**config.mk**
```make
export PLATFORM = sky130hd
export DESIGN_NAME = ttt_game_ctrl
export DESIGN_NICKNAME = d
export VERILOG_FILES = /design/src/rtl/ttt_pkg.sv /design/src/rtl/ttt_line_check.sv /design/src/rtl/ttt_game_ctrl.sv
export SDC_FILE = /design/constraint.sdc
export NUM_CORES = 1
export LEC_CHECK = 0
export ABC_AREA = 0
export BUFFER_PORTS_ARGS = -buffer_cell sky130_fd_sc_hd__buf_2
export CORE_MARGIN = 1.5
export CORE_UTILIZATION = 55
export DETAILED_ROUTE_END_ITERATION = 10
export PLACE_DENSITY = 0.76
export SETUP_SLACK_MARGIN = 0.5
export SYNTH_ARGS = -nofsm -noshare
export SYNTH_HDL_FRONTEND = slang
export SYNTH_SLANG_ARGS = --single-unit
```
**constraint.sdc**
```tcl
create_clock -name clk -period 6.4 [get_ports clk]
set_input_delay 0.32 -clock clk [delete_from_list [all_inputs] [get_ports clk]]
set_output_delay 0.32 -clock clk [all_outputs]
set_load 0.1 [all_outputs]
```
**src/rtl/ttt_pkg.sv**
```systemverilog
// Shared encodings for the tic-tac-toe controller: cell values, key codes,
// FSM states and the eight winning line masks.
package ttt_pkg;

  localparam logic [1:0] CELL_EMPTY = 2'b00;
  localparam logic [1:0] CELL_X     = 2'b01;
  localparam logic [1:0] CELL_O     = 2'b10;
  localparam logic [1:0] CELL_DRAW  = 2'b11;

  localparam logic [3:0] KEY_START  = 4'd0;
  localparam logic [3:0] KEY_LEFT   = 4'd10;
  localparam logic [3:0] KEY_RIGHT  = 4'd11;

  localparam logic [3:0] MOVE_MAX   = 4'd9;
  localparam int         NUM_LINES  = 8;

  typedef enum logic [1:0] {
    ST_MAIN  = 2'd0,
    ST_PLAY  = 2'd1,
    ST_CHECK = 2'd2,
    ST_OVER  = 2'd3
  } state_t;

  // Index 0 is the top row; lower index wins when several lines complete at once.
  localparam logic [NUM_LINES-1:0][8:0] LINE_MASKS = {
    9'b001010100,  // 7: cells 3,5,7
    9'b100010001,  // 6: cells 1,5,9
    9'b100100100,  // 5: cells 3,6,9
    9'b010010010,  // 4: cells 2,5,8
    9'b001001001,  // 3: cells 1,4,7
    9'b111000000,  // 2: cells 7,8,9
    9'b000111000,  // 1: cells 4,5,6
    9'b000000111   // 0: cells 1,2,3
  };

  function automatic logic line_owned(input logic [17:0] brd,
                                      input logic [8:0]  mask,
                                      input logic [1:0]  piece);
    logic ok;
    ok = 1'b1;
    for (int k = 0; k < 9; k++) begin
      if (mask[k] && (brd[2*k +: 2] != piece)) begin
        ok = 1'b0;
      end
    end
    return ok;
  endfunction

endpackage

```
**src/rtl/ttt_line_check.sv**
```systemverilog
// Combinational search for a completed line of one piece; reports the
// lowest-indexed line when several complete together.
module ttt_line_check
  import ttt_pkg::*;
(
  input  logic [17:0] board,
  input  logic [1:0]  piece,
  output logic        hit,
  output logic [8:0]  mask
);

  // Scan from the highest index down so the lowest-indexed hit is kept.
  always_comb begin
    hit  = 1'b0;
    mask = 9'b0;
    for (int i = NUM_LINES - 1; i >= 0; i--) begin
      if (line_owned(board, LINE_MASKS[i], piece)) begin
        hit  = 1'b1;
        mask = LINE_MASKS[i];
      end else begin
        hit  = hit;
        mask = mask;
      end
    end
  end

endmodule

```
**src/rtl/ttt_game_ctrl.sv**
```systemverilog
// Tic-tac-toe game controller: key-driven FSM holding the board, turn,
// result and display state, all outputs registered.
module ttt_game_ctrl
  import ttt_pkg::*;
#(
  parameter int BLINK_DIV = 25000000,
  parameter int FIRST_O   = 0
) (
  input  logic        clk,
  input  logic        rst,
  input  logic        key_valid,
  input  logic [3:0]  key_code,
  output logic [17:0] board,
  output logic        turn_o,
  output logic        is_main,
  output logic        is_right,
  output logic        game_over,
  output logic [1:0]  winner,
  output logic [8:0]  win_line,
  output logic        blink,
  output logic        illegal
);

  localparam int               BLINK_W    = (BLINK_DIV > 1) ? $clog2(BLINK_DIV) : 1;
  localparam logic [BLINK_W-1:0] BLINK_LAST = BLINK_W'(BLINK_DIV - 1);
  localparam logic             FIRST_TURN = (FIRST_O != 0) ? 1'b1 : 1'b0;

  state_t             state_r;
  logic [17:0]        board_r;
  logic               turn_o_r;
  logic               is_main_r;
  logic               is_right_r;
  logic               game_over_r;
  logic [1:0]         winner_r;
  logic [8:0]         win_line_r;
  logic               blink_r;
  logic               illegal_r;
  logic [3:0]         move_cnt_r;
  logic [BLINK_W-1:0] blink_cnt_r;

  logic [1:0]         piece_s;
  logic [8:0]         cell_hot_s;
  logic               cell_key_s;
  logic               cell_busy_s;
  logic [17:0]        board_wr_s;
  logic               start_s;
  logic               side_s;
  logic               line_hit_s;
  logic [8:0]         line_mask_s;

  ttt_line_check u_line_check (
    .board (board_r),
    .piece (piece_s),
    .hit   (line_hit_s),
    .mask  (line_mask_s)
  );

  // Decode the key against the board: target cell, occupancy and the board after placement.
  always_comb begin
    piece_s     = turn_o_r ? CELL_O : CELL_X;
    cell_hot_s  = 9'b0;
    cell_busy_s = 1'b0;
    board_wr_s  = board_r;
    for (int k = 0; k < 9; k++) begin
      if (key_code == 4'(k + 1)) begin
        cell_hot_s[k]         = 1'b1;
        cell_busy_s           = (board_r[2*k +: 2] != CELL_EMPTY);
        board_wr_s[2*k +: 2]  = piece_s;
      end else begin
        cell_hot_s[k]         = 1'b0;
      end
    end
    cell_key_s = |cell_hot_s;
    start_s    = key_valid && (key_code == KEY_START) &&
                 ((state_r == ST_MAIN) || (state_r == ST_OVER));
    side_s     = key_valid && ((state_r == ST_PLAY) || (state_r == ST_OVER));
  end

  // Game FSM with all output registers.
  always_ff @(posedge clk) begin
    if (!rst) begin
      state_r     <= ST_MAIN;
      board_r     <= 18'b0;
      turn_o_r    <= FIRST_TURN;
      is_main_r   <= 1'b1;
      is_right_r  <= 1'b0;
      game_over_r <= 1'b0;
      winner_r    <= CELL_EMPTY;
      win_line_r  <= 9'b0;
      blink_r     <= 1'b0;
      illegal_r   <= 1'b0;
      move_cnt_r  <= 4'd0;
      blink_cnt_r <= '0;
    end else begin
      illegal_r <= 1'b0;
      if (side_s && (key_code == KEY_LEFT)) begin
        is_right_r <= 1'b0;
      end else if (side_s && (key_code == KEY_RIGHT)) begin
        is_right_r <= 1'b1;
      end

      if (start_s) begin
        state_r     <= ST_PLAY;
        board_r     <= 18'b0;
        turn_o_r    <= FIRST_TURN;
        is_main_r   <= 1'b0;
        game_over_r <= 1'b0;
        winner_r    <= CELL_EMPTY;
        win_line_r  <= 9'b0;
        blink_r     <= 1'b0;
        move_cnt_r  <= 4'd0;
        blink_cnt_r <= '0;
      end else begin
        case (state_r)
          ST_MAIN: begin
            state_r <= ST_MAIN;
          end
          ST_PLAY: begin
            if (key_valid && cell_key_s) begin
              if (cell_busy_s) begin
                illegal_r <= 1'b1;
              end else begin
                board_r <= board_wr_s;
                if (move_cnt_r != MOVE_MAX) begin
                  move_cnt_r <= move_cnt_r + 4'd1;
                end
                state_r <= ST_CHECK;
              end
            end
          end
          ST_CHECK: begin
            // Keys arriving here are intentionally ignored.
            if (line_hit_s) begin
              state_r     <= ST_OVER;
              game_over_r <= 1'b1;
              winner_r    <= piece_s;
              win_line_r  <= line_mask_s;
              blink_r     <= 1'b0;
              blink_cnt_r <= '0;
            end else if (move_cnt_r == MOVE_MAX) begin
              state_r     <= ST_OVER;
              game_over_r <= 1'b1;
              winner_r    <= CELL_DRAW;
              win_line_r  <= 9'b0;
              blink_r     <= 1'b0;
              blink_cnt_r <= '0;
            end else begin
              turn_o_r <= ~turn_o_r;
              state_r  <= ST_PLAY;
            end
          end
          ST_OVER: begin
            if (blink_cnt_r == BLINK_LAST) begin
              blink_r     <= ~blink_r;
              blink_cnt_r <= '0;
            end else begin
              blink_cnt_r <= blink_cnt_r + 1'b1;
            end
          end
          default: begin
            state_r     <= ST_MAIN;
            is_main_r   <= 1'b1;
            game_over_r <= 1'b0;
            blink_r     <= 1'b0;
            blink_cnt_r <= '0;
          end
        endcase
      end
    end
  end

  assign board     = board_r;
  assign turn_o    = turn_o_r;
  assign is_main   = is_main_r;
  assign is_right  = is_right_r;
  assign game_over = game_over_r;
  assign winner    = winner_r;
  assign win_line  = win_line_r;
  assign blink     = blink_r;
  assign illegal   = illegal_r;

endmodule

```
## After elaboration in Yosys (flattened, before gate mapping)

Index checks and enable logic that the tools add are counted.

- Mux-type cells: 77
- Add/sub/neg operators: 2
- Bitwise logic cells: 8
- Eq/ne operators: 32
- Reductions and logical operators: 43

Operators with widths:

| kind | count |
|---|---|
| two-way mux 9 bit | 9 |
| two-way mux 25 bit | 3 |
| two-way mux 1 bit | 54 |
| one-hot mux 25 bit (2 select lines) | 1 |
| AND reduction 4 bit | 10 |
| adder 25 x 1 -> 25 bit, second input constant | 1 |
| equality test 25 bit, second input constant | 1 |
| nonzero test 2 bit | 11 |
| equality test 4 bit, second input constant | 5 |
| != test 2 bit | 9 |
| equality test 4 x 3 -> 1 bit, second input constant | 4 |
| two-way mux 2 bit | 7 |
| AND reduction 3 bit | 4 |
| OR reduction 9 bit | 1 |
| equality test 4 x 2 -> 1 bit, second input constant | 2 |
| inverter 1 bit | 8 |
| two-way mux 7 bit | 1 |
| logical AND 1 bit | 6 |
| != test 3 bit, second input constant | 2 |
| one-hot mux 2 bit (3 select lines) | 1 |
| adder 4 x 1 -> 4 bit, second input constant | 1 |
| equality test 2 bit, second input constant | 2 |
| equality test 4 x 1 -> 1 bit, second input constant | 1 |
| zero test 4 bit | 1 |
| 13 further kinds | 17 |

- Logic and storage cells: 183
- Flip-flop bits (word level): 66
- Input bits: 7
- Output and inout port bits: 35

## Depth between registers and ports, before layout

Gate-level depths: netlist (run 1).

- Word-level depth: 16
- Depth in mapped cells: 9
- Gate-level depth less buffers: 7

## Modules after synthesis

From an unflattened synthesis (run 1), not the netlist that was laid out.

- Cell total of the unflattened synthesis: 466
- Area total of the unflattened synthesis: 3921.3 µm²

Modules (own cells, without submodules):

| module | cells an instance | area each (µm²) | times used | seq. area each (µm²) |
|---|---|---|---|---|
| ttt_game_ctrl | 382 | 3364.5 | 1 | 1321.3 |
| ttt_line_check | 84 | 556.8 | 1 | 0.0 |

## Least setup slack after synthesis (run 1)

OpenSTA, ideal clock, no wires.

- Path type: register -> register
- Start: register turn_o_r, in the netlist turn_o
- End: register blink_cnt_r[1]
- Required time: 6.283 ns
- Setup time: 0.117 ns
- Setup slack: 3.507 ns
- Cell stages (with the launch flop): 10
- Data arrival time: 2.776 ns
- Path through: dfxtp_1 buf_6 nor3b_2 a32oi_2 a41oi_2 o41ai_4 buf_6 buf_6 mux2i_1 nor2_1

- Cells in the longest elaborated chain, start to end: 15
- Elaborated cells between the ends (all ways): 43

Ends and longest elaborated chain:

| element | RTL line | text |
|---|---|---|
| from (decl) | ttt_game_ctrl.sv:30 | `logic turn_o_r;` |
| from (signal assigned) | ttt_game_ctrl.sv:148 | `turn_o_r <= ~turn_o_r;` |
| two-way mux 2 bit (*) | ttt_game_ctrl.sv:60 | `piece_s = turn_o_r ? CELL_O : CELL_X;` |
| != test 2 bit | ttt_pkg.sv:42 | `if (mask[k] && (brd[2*k +: 2] != piece)) begin` |
| two-way mux 1 bit (3 in a row) | ttt_pkg.sv:42 |  |
| two-way mux 1 bit (7 in a row) | ttt_line_check.sv:17 | `if (line_owned(board, LINE_MASKS[i], piece)) begin` |
| two-way mux 1 bit (*) | ttt_line_check.sv:17 |  |
| two-way mux 25 bit / != test 3 bit (equally long branches) | - |  |
| one-hot mux 25 bit (2 select lines) / AND reduction 2 bit (equally long branches) | - |  |
| to (signal assigned) | ttt_game_ctrl.sv:157 | `blink_cnt_r <= blink_cnt_r + 1'b1;` |
| to (decl) | ttt_game_ctrl.sv:39 | `logic [BLINK_W-1:0] blink_cnt_r;` |

Mark *: on every way between the ends. The rest lies on a longest branch, timed or not.
A chain may end at the register's enable or synchronous reset.

## Worst setup path after layout (run 1)

- Start: register turn_o_r, in the netlist turn_o
- End: register blink_cnt_r[21]

Same word-level chain as after synthesis.

==> results of run 1 <==
==> power groups by stage <==
stage / logic (mW) / clock network [mW] / registers, mW
global route: 0.0538 / 0.362 / 0.415
CTS: 0.0478 / 0.346 / 0.415
floorplan: 0.0324 / 0 / 0.426
global placement: 0.0463 / 0 / 0.424
finish: 0.0485 / 0.343 / 0.415
detailed placement: 0.0477 / 0 / 0.424
==> final timing paths <==
| path | endpoint | slack, ps |
|---|---|---|
| worst max register to register | blink_cnt_r[21]$_SDFFE_PP0P_ | 2750 |
| worst min register to register | game_over$_SDFFE_PP0P_ | 450 |
| worst min-delay path | is_main$_SDFFE_PN1P_ | 170 |
| worst max-delay path | blink_cnt_r[21]$_SDFFE_PP0P_ | 2750 |
==> through the flow <==
stage / setup WS [ps] / utilization
finish: 2750 / 0.639
floorplan: 3510 / -
global placement: 2920 / 0.610
detailed placement: 2760 / 0.610
CTS: 2720 / 0.639
global route: 2370 / 0.639
==> layout by cell type, fill, tap and decap left out, types with 7 or more instances in the layout <==
| cell | n |
|---|---|
| buf_2 | 41 |
| inv_1 | 17 |
| nor2_1 | 44 |
| dfxtp_1 | 66 |
| nand4_1 | 7 |
| or4_1 | 12 |
| o31ai_1 | 11 |
| clkbuf_8 | 10 |
| nor2b_1 | 8 |
| or3_1 | 19 |
| o21ai_0 | 20 |
| a21oi_1 | 37 |
| a31oi_1 | 18 |
| ha_1 | 9 |
| nand2_1 | 33 |
| nor3_1 | 17 |
| nand3_1 | 15 |
==> cells by family after synthesis <==
family	after synthesis
compound gates	140
xor+xnor	2
fa+ha+maj	9
buf+inv	36
flops	66
mux	4
simple gates	192
==> worst register-to-register path: cells and delay by family (launching register included) <==
kind	cells	cell delay (ps)
AO/OA/AOI/OAI	5	2430
flip-flops	1	920
AND/OR/NAND/NOR	1	210
==> sequential cells by signal, summed over array words and instances (netlist names) <==
| register | cells |
|---|---|
| blink_cnt_r | 25 |
| is_main | 1 |
| game_over | 1 |
| board | 18 |
| winner | 2 |
| state_r | 2 |
| blink | 1 |
| is_right | 1 |
| illegal | 1 |
| turn_o | 1 |
| win_line | 9 |
| move_cnt_r | 4 |
==> metal layers <==
layer  global-route usage  share of wire  vias to the layer above
met5                    0              0                        -
met4               0.0850          0.015                        0
met3               0.0718          0.062                       16
met2                0.420           0.46                      120
met1                0.344           0.46                     1749
li1                     -              -                     1776
==> layout make-up <==
| cell class | count | share of cell area |
|---|---|---|
| Multi-Input combinational cell | 347 | 0.537 |
| Sequential cell | 66 | 0.324 |
| Timing Repair Buffer | 43 | 0.0540 |
| Clock buffer | 12 | 0.0356 |
| Tap cell | 77 | 0.0236 |
| Inverter | 18 | 0.0166 |
| Clock inverter | 3 | 0.00981 |
==> out/qor.csv, run 1 <==
metric,value,unit
status,completed,
IO buf count,41,
critical setup path kind,register to register,
"top cells by count, synth","66 x dfxtp_1, 44 x nor2_1, 37 x a21oi_1",
Filler cells,586,
post-CTS setup repair buffer count,0,
final max-slew violation count,0,
core area,0.00639,mm^2
internal power,614,uW
synthesized flop and latch total,66,
xor and xnor area share after synthesis,0.00477,
most frequent cell after synthesis,dfxtp_1,
Via-to-Cell Ratio,6.47,
initial antenna violation count,0,
CP max FO,26,
max cap viols,0,
"Async S/R FF share, synth",0,
ratio of cells with drive above 1 in the final layout,0.149,
period utilization,0.571,
Routed wire per std cell,16.0,um
final instance area,0.00408,mm^2
HP Start,rst,
Initial DRC Count,269,
Area after DPL,0.00390,mm^2
Levels on crit path,6,
Die W,84.7,um
post-layout min period,3650,ps
Pwr Total,806,uW
ranking of synthesized cells by area,"dfxtp_1 36%, a21oi_1 5.0%, nor2_1 4.5%",
antenna-violating nets left,0,
largest family of logic cells by synthesized area,simple AND/OR/NAND/NOR gates,
Initial Utilization,0.575,
Synth-to-Final Area Change,11.2,%
slew at the pin closest to its max-slew limit,1130,ps
cell accounting for the most synthesized area,dfxtp_1,
hpwl dp,6460,um
synth warn,0,
adder-cell share of the synthesized area,0.0307,
Final Wtd Congestion,0.934,
Reg power frac,0.515,
power per standard cell area,197,mW/mm^2
Rows,29,
first-pass GRT wire length,15400,um
mux share of post-synthesis cell area,0.0109,
chip height,84.7,um
Combinational Power Share,0.060,
worst hold path class,input port to register,
Synth Flop Type,dfxtp_1,
share of the synthesized area in the top cell type,0.360,
Worst VDD drop,0.000237,V
Reg area,0.00132,mm^2
Max transition margin,0.238,
Total GRT Usage,0.262,
vias in the first global route,3349,
slowest cell delay on critical path,1040,ps
RSZ-0062 raised after global routing,no,
Final Skew,10.1,ps
sequential area share after synthesis,0.360,
post-synthesis simple-gate area fraction,0.289,
largest net degree at the start of global routing,39,
Crit path required time,6660,ps
CTS buffer count,9,
Worst Setup SP,turn_o$_SDFFE_PP0P_,
Remaining DRCs,0,
clk sinks,66,
DP Cell Count,551,
Sw Pwr,192,uW
multi-input logic area,0.00219,mm^2
num ports,42,
synthesized area per cell,8.18,um^2
gr ovfl total,0,
"Cell Area, Synth",0.00367,mm^2
drt first pass iters,5,
Nets,501,
clock buffer depth,2,
Vias,3661,
die area,0.00717,mm^2
Unique masters post-synth,68,
worst reg2reg startpoint,turn_o$_SDFFE_PP0P_,
clock root cell,clkbuf_8,
Clock Power Share,0.425,
Sw Share,0.238,
Setup TNS,0,ps
cts hold-fix bufs,0,
FMAX,274,MHz
post-CTS resize count,0,
final setup vio count,0,
type of origin of the critical path,register,
"CP delay by family, top",compound AO/OA/AOI/OAI gates,
post-synthesis compound-gate area fraction,0.260,
Worst-path clk slew,70,ps
CP endpoint kind,register,
final std cells w/o fill,566,
worst hold slack,169,ps
Post-Synthesis Cells,449,
WP buf/inv,0,
leakage power,1.47,nW
CP cell instances,nor3b_1 -> a22o_1 -> o21a_2 -> o41ai_4 -> o21ai_2 -> a21oi_1,
CTS H-tree lvls,3,
Min-Delay Path Depth,2,
Post-synth EDFFs,0,
CTS tree,built,
CP max-delay cell,o41ai_4,
Final Hold Vio Count,0,
clock latency on the worst-skew pair,350,ps
Worst R2R Path Depth,6,
"Net Count, Synth",465,
"Arr. time, crit path",3910,ps
wire length after detailed routing,9070,um
ant diodes,0,
(Power assumes the default switching activity.)
==> run 2: changes to the inputs <==
Clock period 6.4 ns to 3.4 ns, I/O delays scaled along.
==> run 2 against run 1 <==
Net effect: sequential power is 88% higher; clock power up 120%; non-clock buffer count increased by 7; worst setup slack got worse by 1900 ps; critical path type unchanged; critical endpoint is now blink_cnt_r[5]$_SDFFE_PP0P_; largest power group unchanged.
==> out/qor.csv, run 2 (synthesis gave the netlist of run 1 again) <==
metric,value,unit,change
drt first pass iters,5,,unchanged
ant diodes,0,,unchanged
clock latency on the worst-skew pair,360,ps,was 350 ps
Initial Utilization,0.575,,unchanged
ratio of cells with drive above 1 in the final layout,0.167,,was 0.149
core area,0.00639,mm^2,unchanged
final max-slew violation count,0,,unchanged
max reg flops,25,,unchanged
Worst-path clk slew,70,ps,about the same
Final Skew,13.0,ps,was 10.1 ps
CTS H-tree lvls,3,,unchanged
Worst VDD drop,0.000318,V,was 0.000237 V
Total GRT Usage,0.266,,was 0.262
CP endpoint kind,register,,unchanged
"commonest non-fill, non-tap cell in the layout",dfxtp_1,,unchanged
leakage power,1.52,nW,was 1.47 nW
max cap viols,0,,unchanged
wire length after detailed routing,9240,um,was 9070 um
CTS buffer count,9,,unchanged
antenna-violating nets left,0,,unchanged
initial antenna violation count,0,,unchanged
"Arr. time, crit path",2840,ps,was 3910 ps
Remaining DRCs,0,,unchanged
gr ovfl total,0,,unchanged
Rows,29,,unchanged
type of origin of the critical path,register,,unchanged
post-layout min period,2560,ps,was 3650 ps
"commonest non-fill, non-tap cells in the layout","65 x dfxtp_1, 44 x nor2_1, 41 x buf_2",,"was 66 x dfxtp_1, 44 x nor2_1, 41 x buf_2"
clock buffer depth,2,,unchanged
Vias,3634,,"was 3,661"
Crit path required time,3680,ps,was 6660 ps
clock root cell,clkbuf_8,,unchanged
Setup TNS,0,ps,unchanged
Top reg by flops,blink_cnt_r,,unchanged
vias in the first global route,3258,,"was 3,349"
Final Wtd Congestion,1.01,,was 0.934
period utilization,0.754,,was 0.571
CTS tree,built,,unchanged
critical setup path kind,register to register,,unchanged
final setup vio count,0,,unchanged
Via-to-Cell Ratio,6.33,,was 6.47
power per standard cell area,390,mW/mm^2,was 197 mW/mm^2
Nets,508,,was 501
Die W,84.7,um,unchanged
cts hold-fix bufs,0,,unchanged
Routed wire per std cell,16.1,um,was 16.0 um
status,completed,,unchanged
Filler cells,580,,was 586
hpwl dp,6710,um,was 6460 um
DP Cell Count,558,,was 551
die area,0.00717,mm^2,unchanged
FMAX,390,MHz,was 274 MHz
Max transition margin,0.456,,was 0.238
num ports,42,,unchanged
Synth-to-Final Area Change,14.0,%,was 11.2%
IO buf count,41,,unchanged
first-pass GRT wire length,15500,um,"was 15,400 um"
worst hold path class,input port to register,,unchanged
worst hold slack,17.4,ps,was 169 ps
RSZ-0062 raised after global routing,no,,unchanged
CP max FO,24,,was 26
Initial DRC Count,249,,was 269
chip height,84.7,um,unchanged
post-CTS setup repair buffer count,0,,unchanged
final std cells w/o fill,574,,was 566
clk sinks,66,,unchanged
slew at the pin closest to its max-slew limit,795,ps,was 1130 ps
post-CTS resize count,0,,unchanged
largest net degree at the start of global routing,26,,was 39
Final Hold Vio Count,0,,unchanged
Pwr Total,1.63,mW,was 806 uW
## run 2: critical path: stages (launching register included)
cell and delay [ps]:
dfxtp_2 420, nor3b_1 460, a22oi_2 200, a41oi_2 370
o41ai_4 140, buf_4 230, or4_1 520, a21oi_1 150
## run 2: final timing paths
kind / endpoint / slack (ps) / depth (start not counted) / startpoint
setup / recovery: blink_cnt_r[5]$_SDFFE_PP0P_ / 840 / 7 / turn_o$_SDFFE_PP0P_
setup reg to reg: blink_cnt_r[5]$_SDFFE_PP0P_ / 840 / 7 / turn_o$_SDFFE_PP0P_
hold / removal: is_main$_SDFFE_PN1P_ / 20 / 2 / rst
hold reg to reg: is_main$_SDFFE_PN1P_ / 450 / 2 / is_main$_SDFFE_PN1P_
## run 2: through the flow
step / setup WS [ps] / util / area (um^2)
after floorplan: 507 / - / 3670
after global routing: 624 / 0.656 / 4190
after global placement: 739 / 0.618 / 3950
after CTS: 612 / 0.654 / 4180
after detailed placement: 669 / 0.618 / 3950
final: 838 / 0.656 / 4190
## run 2: routing by layer
layer,up-vias,routed length (um),track usage
li1,1795,-,-
met1,1715,4390,0.382
met2,105,4150,0.397
met3,19,503,0.0413
met4,0,188,0.116
met5,-,0,0
## run 2: final cells by class
type                       count  area, um^2  share of cell area
clock buffer                  12         155              0.0371
sequential                    66        1320               0.316
tap                           77        96.3              0.0230
inverter                      18        67.6              0.0161
clock inverter                 4        73.8              0.0176
multi-input combinational    347        2200               0.525
timing repair buffer          50         273              0.0652
## run 2: power breakdown
| part | switching, mW | leakage (nW) | internal (mW) |
|---|---|---|---|
| clock network | 0.305 | 0.117 | 0.453 |
| registers | 0.00387 | 0.532 | 0.776 |
| logic | 0.0667 | 0.874 | 0.0283 |
==> run 3: changes to the inputs <==
Settings changed: CORE_UTILIZATION 55 to 53.
Clock period 3.4 ns to 2.3 ns, I/O delays scaled along.
==> run 3 against run 2 <==
Net effect: non-clock buffer count increased by 38; die area increased by 3.6%; via count increased by 8.5%; first-iteration DRC count decreased by 0.80%.
==> out/qor.csv, run 3 (synthesis gave the netlist of run 1 again) <==
metric,value,unit,change
Rows,30,,was 29
Worst-path clk slew,80,ps,was 70 ps
Die W,86.2,um,was 84.7 um
final worst setup slack,12.6,ps,was 838 ps
type of origin of the critical path,register,,unchanged
largest net degree at the start of global routing,31,,was 26
WP buf/inv,3,,was 1
FMAX,437,MHz,was 390 MHz
CTS H-tree lvls,3,,unchanged
power per standard cell area,449,mW/mm^2,was 390 mW/mm^2
Nets,546,,was 508
Post-Place Worst Slack,-5.26,ps,was 669 ps
CTS buffer count,9,,unchanged
hpwl dp,6980,um,was 6710 um
internal power,1.67,mW,was 1.26 mW
core area,0.00676,mm^2,was 0.00639 mm^2
first-pass GRT wire length,16300,um,"was 15,500 um"
chip height,86.2,um,was 84.7 um
vias in the first global route,3378,,"was 3,258"
Remaining DRCs,0,,unchanged
CP max-delay cell,o41ai_4,,was or4_1
worst hold slack,131,ps,was 17.4 ps
Routed wire per std cell,17.8,um,was 16.1 um
Crit path required time,2580,ps,was 3680 ps
worst hold path class,input port to register,,unchanged
leakage power,1.78,nW,was 1.52 nW
Final Skew,11.1,ps,was 13.0 ps
CP max FO,6,,was 24
gr ovfl total,0,,unchanged
IO buf count,41,,unchanged
antenna-violating nets left,0,,unchanged
"commonest non-fill, non-tap cells in the layout","43 x nor2_1, 43 x dfxtp_1, 40 x buf_2",,"was 65 x dfxtp_1, 44 x nor2_1, 41 x buf_2"
Clock Power Share,0.410,,was 0.464
Initial DRC Count,247,,was 249
period utilization,0.995,,was 0.754
initial antenna violation count,0,,unchanged
final max-slew violation count,0,,unchanged
Reg power frac,0.506,,was 0.477
Sw Pwr,566,uW,was 376 uW
Max transition margin,0.667,,was 0.456
clk sinks,66,,unchanged
max cap viols,0,,unchanged
die area,0.00743,mm^2,was 0.00717 mm^2
status,completed,,unchanged
RSZ-0062 raised after global routing,yes,,was no
Combinational Power Share,0.084,,was 0.058
Via-to-Cell Ratio,6.41,,was 6.33
post-layout min period,2290,ps,was 2560 ps
Synth-to-Final Area Change,36.0,%,was 14.0%
Sw Share,0.253,,was 0.230
Total GRT Usage,0.274,,was 0.266
Final Wtd Congestion,0.962,,was 1.01
"Arr. time, crit path",2570,ps,was 2840 ps
DP Cell Count,576,,was 558
slowest cell delay on critical path,460,ps,was 520 ps
CP endpoint kind,register,,unchanged
slew at the pin closest to its max-slew limit,496,ps,was 795 ps
Final Hold Vio Count,0,,unchanged
max reg flops,25,,unchanged
num ports,42,,unchanged
clock buffer depth,2,,unchanged
Initial Utilization,0.543,,was 0.575
"CP delay by family, top",compound AO/OA/AOI/OAI gates,,was simple AND/OR/NAND/NOR gates
ratio of cells with drive above 1 in the final layout,0.378,,was 0.167
critical setup path kind,register to register,,unchanged
Top reg by flops,blink_cnt_r,,unchanged
clock latency on the worst-skew pair,360,ps,about the same
CP cell instances,buf_6 -> and3b_1 -> a22oi_2 -> a41oi_4 -> o41ai_4 -> buf_4 -> o21ai_4 -> clkbuf_16 -> a21oi_1,,was nor3b_1 -> a22oi_2 -> a41oi_2 -> o41ai_4 -> buf_4 -> or4_1 -> a21oi_1
drt first pass iters,5,,unchanged
Vias,3942,,"was 3,634"
final setup vio count,0,,unchanged
Worst VDD drop,0.000346,V,was 0.000318 V
final std cells w/o fill,615,,was 574
wire length after detailed routing,10900,um,was 9240 um
clock root cell,clkbuf_8,,unchanged
CTS tree,built,,unchanged
ant diodes,0,,unchanged
[run 3: per-layer routing]
layer | global-route usage | part of all wire
met5 | 0 | 0
met4 | 0.0982 | 0.021
met3 | 0.0590 | 0.070
met2 | 0.424 | 0.48
met1 | 0.378 | 0.43
[run 3: final cells by class]
class,count,area [um^2]
clock buffer,14,173
clock inverter,2,10.0
fill,515,1760
inverter,18,67.6
multi-input combinational,347,2560
sequential,66,1400
tap,80,100
timing repair buffer,88,689
[run 3: final timing paths]
check / start / endpoint / slack (ps) / cells past startpoint
setup / recovery: turn_o$_SDFFE_PP0P_ / blink_cnt_r[19]$_SDFFE_PP0P_ / 10 / 9
hold / removal: key_valid / illegal$_SDFF_PP0_ / 130 / 3
setup reg to reg: turn_o$_SDFFE_PP0P_ / blink_cnt_r[19]$_SDFFE_PP0P_ / 10 / 9
hold reg to reg: is_main$_SDFFE_PN1P_ / is_main$_SDFFE_PN1P_ / 440 / 2
[run 3: per-stage QoR]
stage | util | total power, mW | area [um^2] | TNS, ps
after global routing | 0.739 | 2.33 | 4990 | -773
after global placement | 0.622 | 1.29 | 4210 | 0
after detailed placement | 0.622 | 1.30 | 4210 | -5.26
final | 0.739 | 2.24 | 4990 | 0
after floorplan | - | 1.26 | 3800 | 0
after CTS | 0.676 | 2.21 | 4570 | 0
[run 3: repair_timing]
item,CTS,global route
pin swaps,5,15
cloned,0,6
setup endpoints to repair,61,63
gates resized for setup,22,62
endpoints found under the hold margin,1,0
hold buffers,1,0
buffers inserted,10,6
[run 3: worst reg2reg max path: cells and delay by family, from the launching register on]
kind                   cells  cell delay, ps
AO/OA/AOI/OAI              5            1100
AND/OR/NAND/NOR            1             210
buffers and inverters      3             530
flip-flops                 1             380
[run 3: power groups by stage]
stage                     clock network [mW]  registers, mW  logic [mW]
after floorplan                            0           1.16      0.0946
after global placement                     0           1.16       0.137
after detailed placement                   0           1.16       0.141
after CTS                              0.934           1.13       0.147
after global routing                   0.990           1.13       0.202
final                                  0.919           1.13       0.188
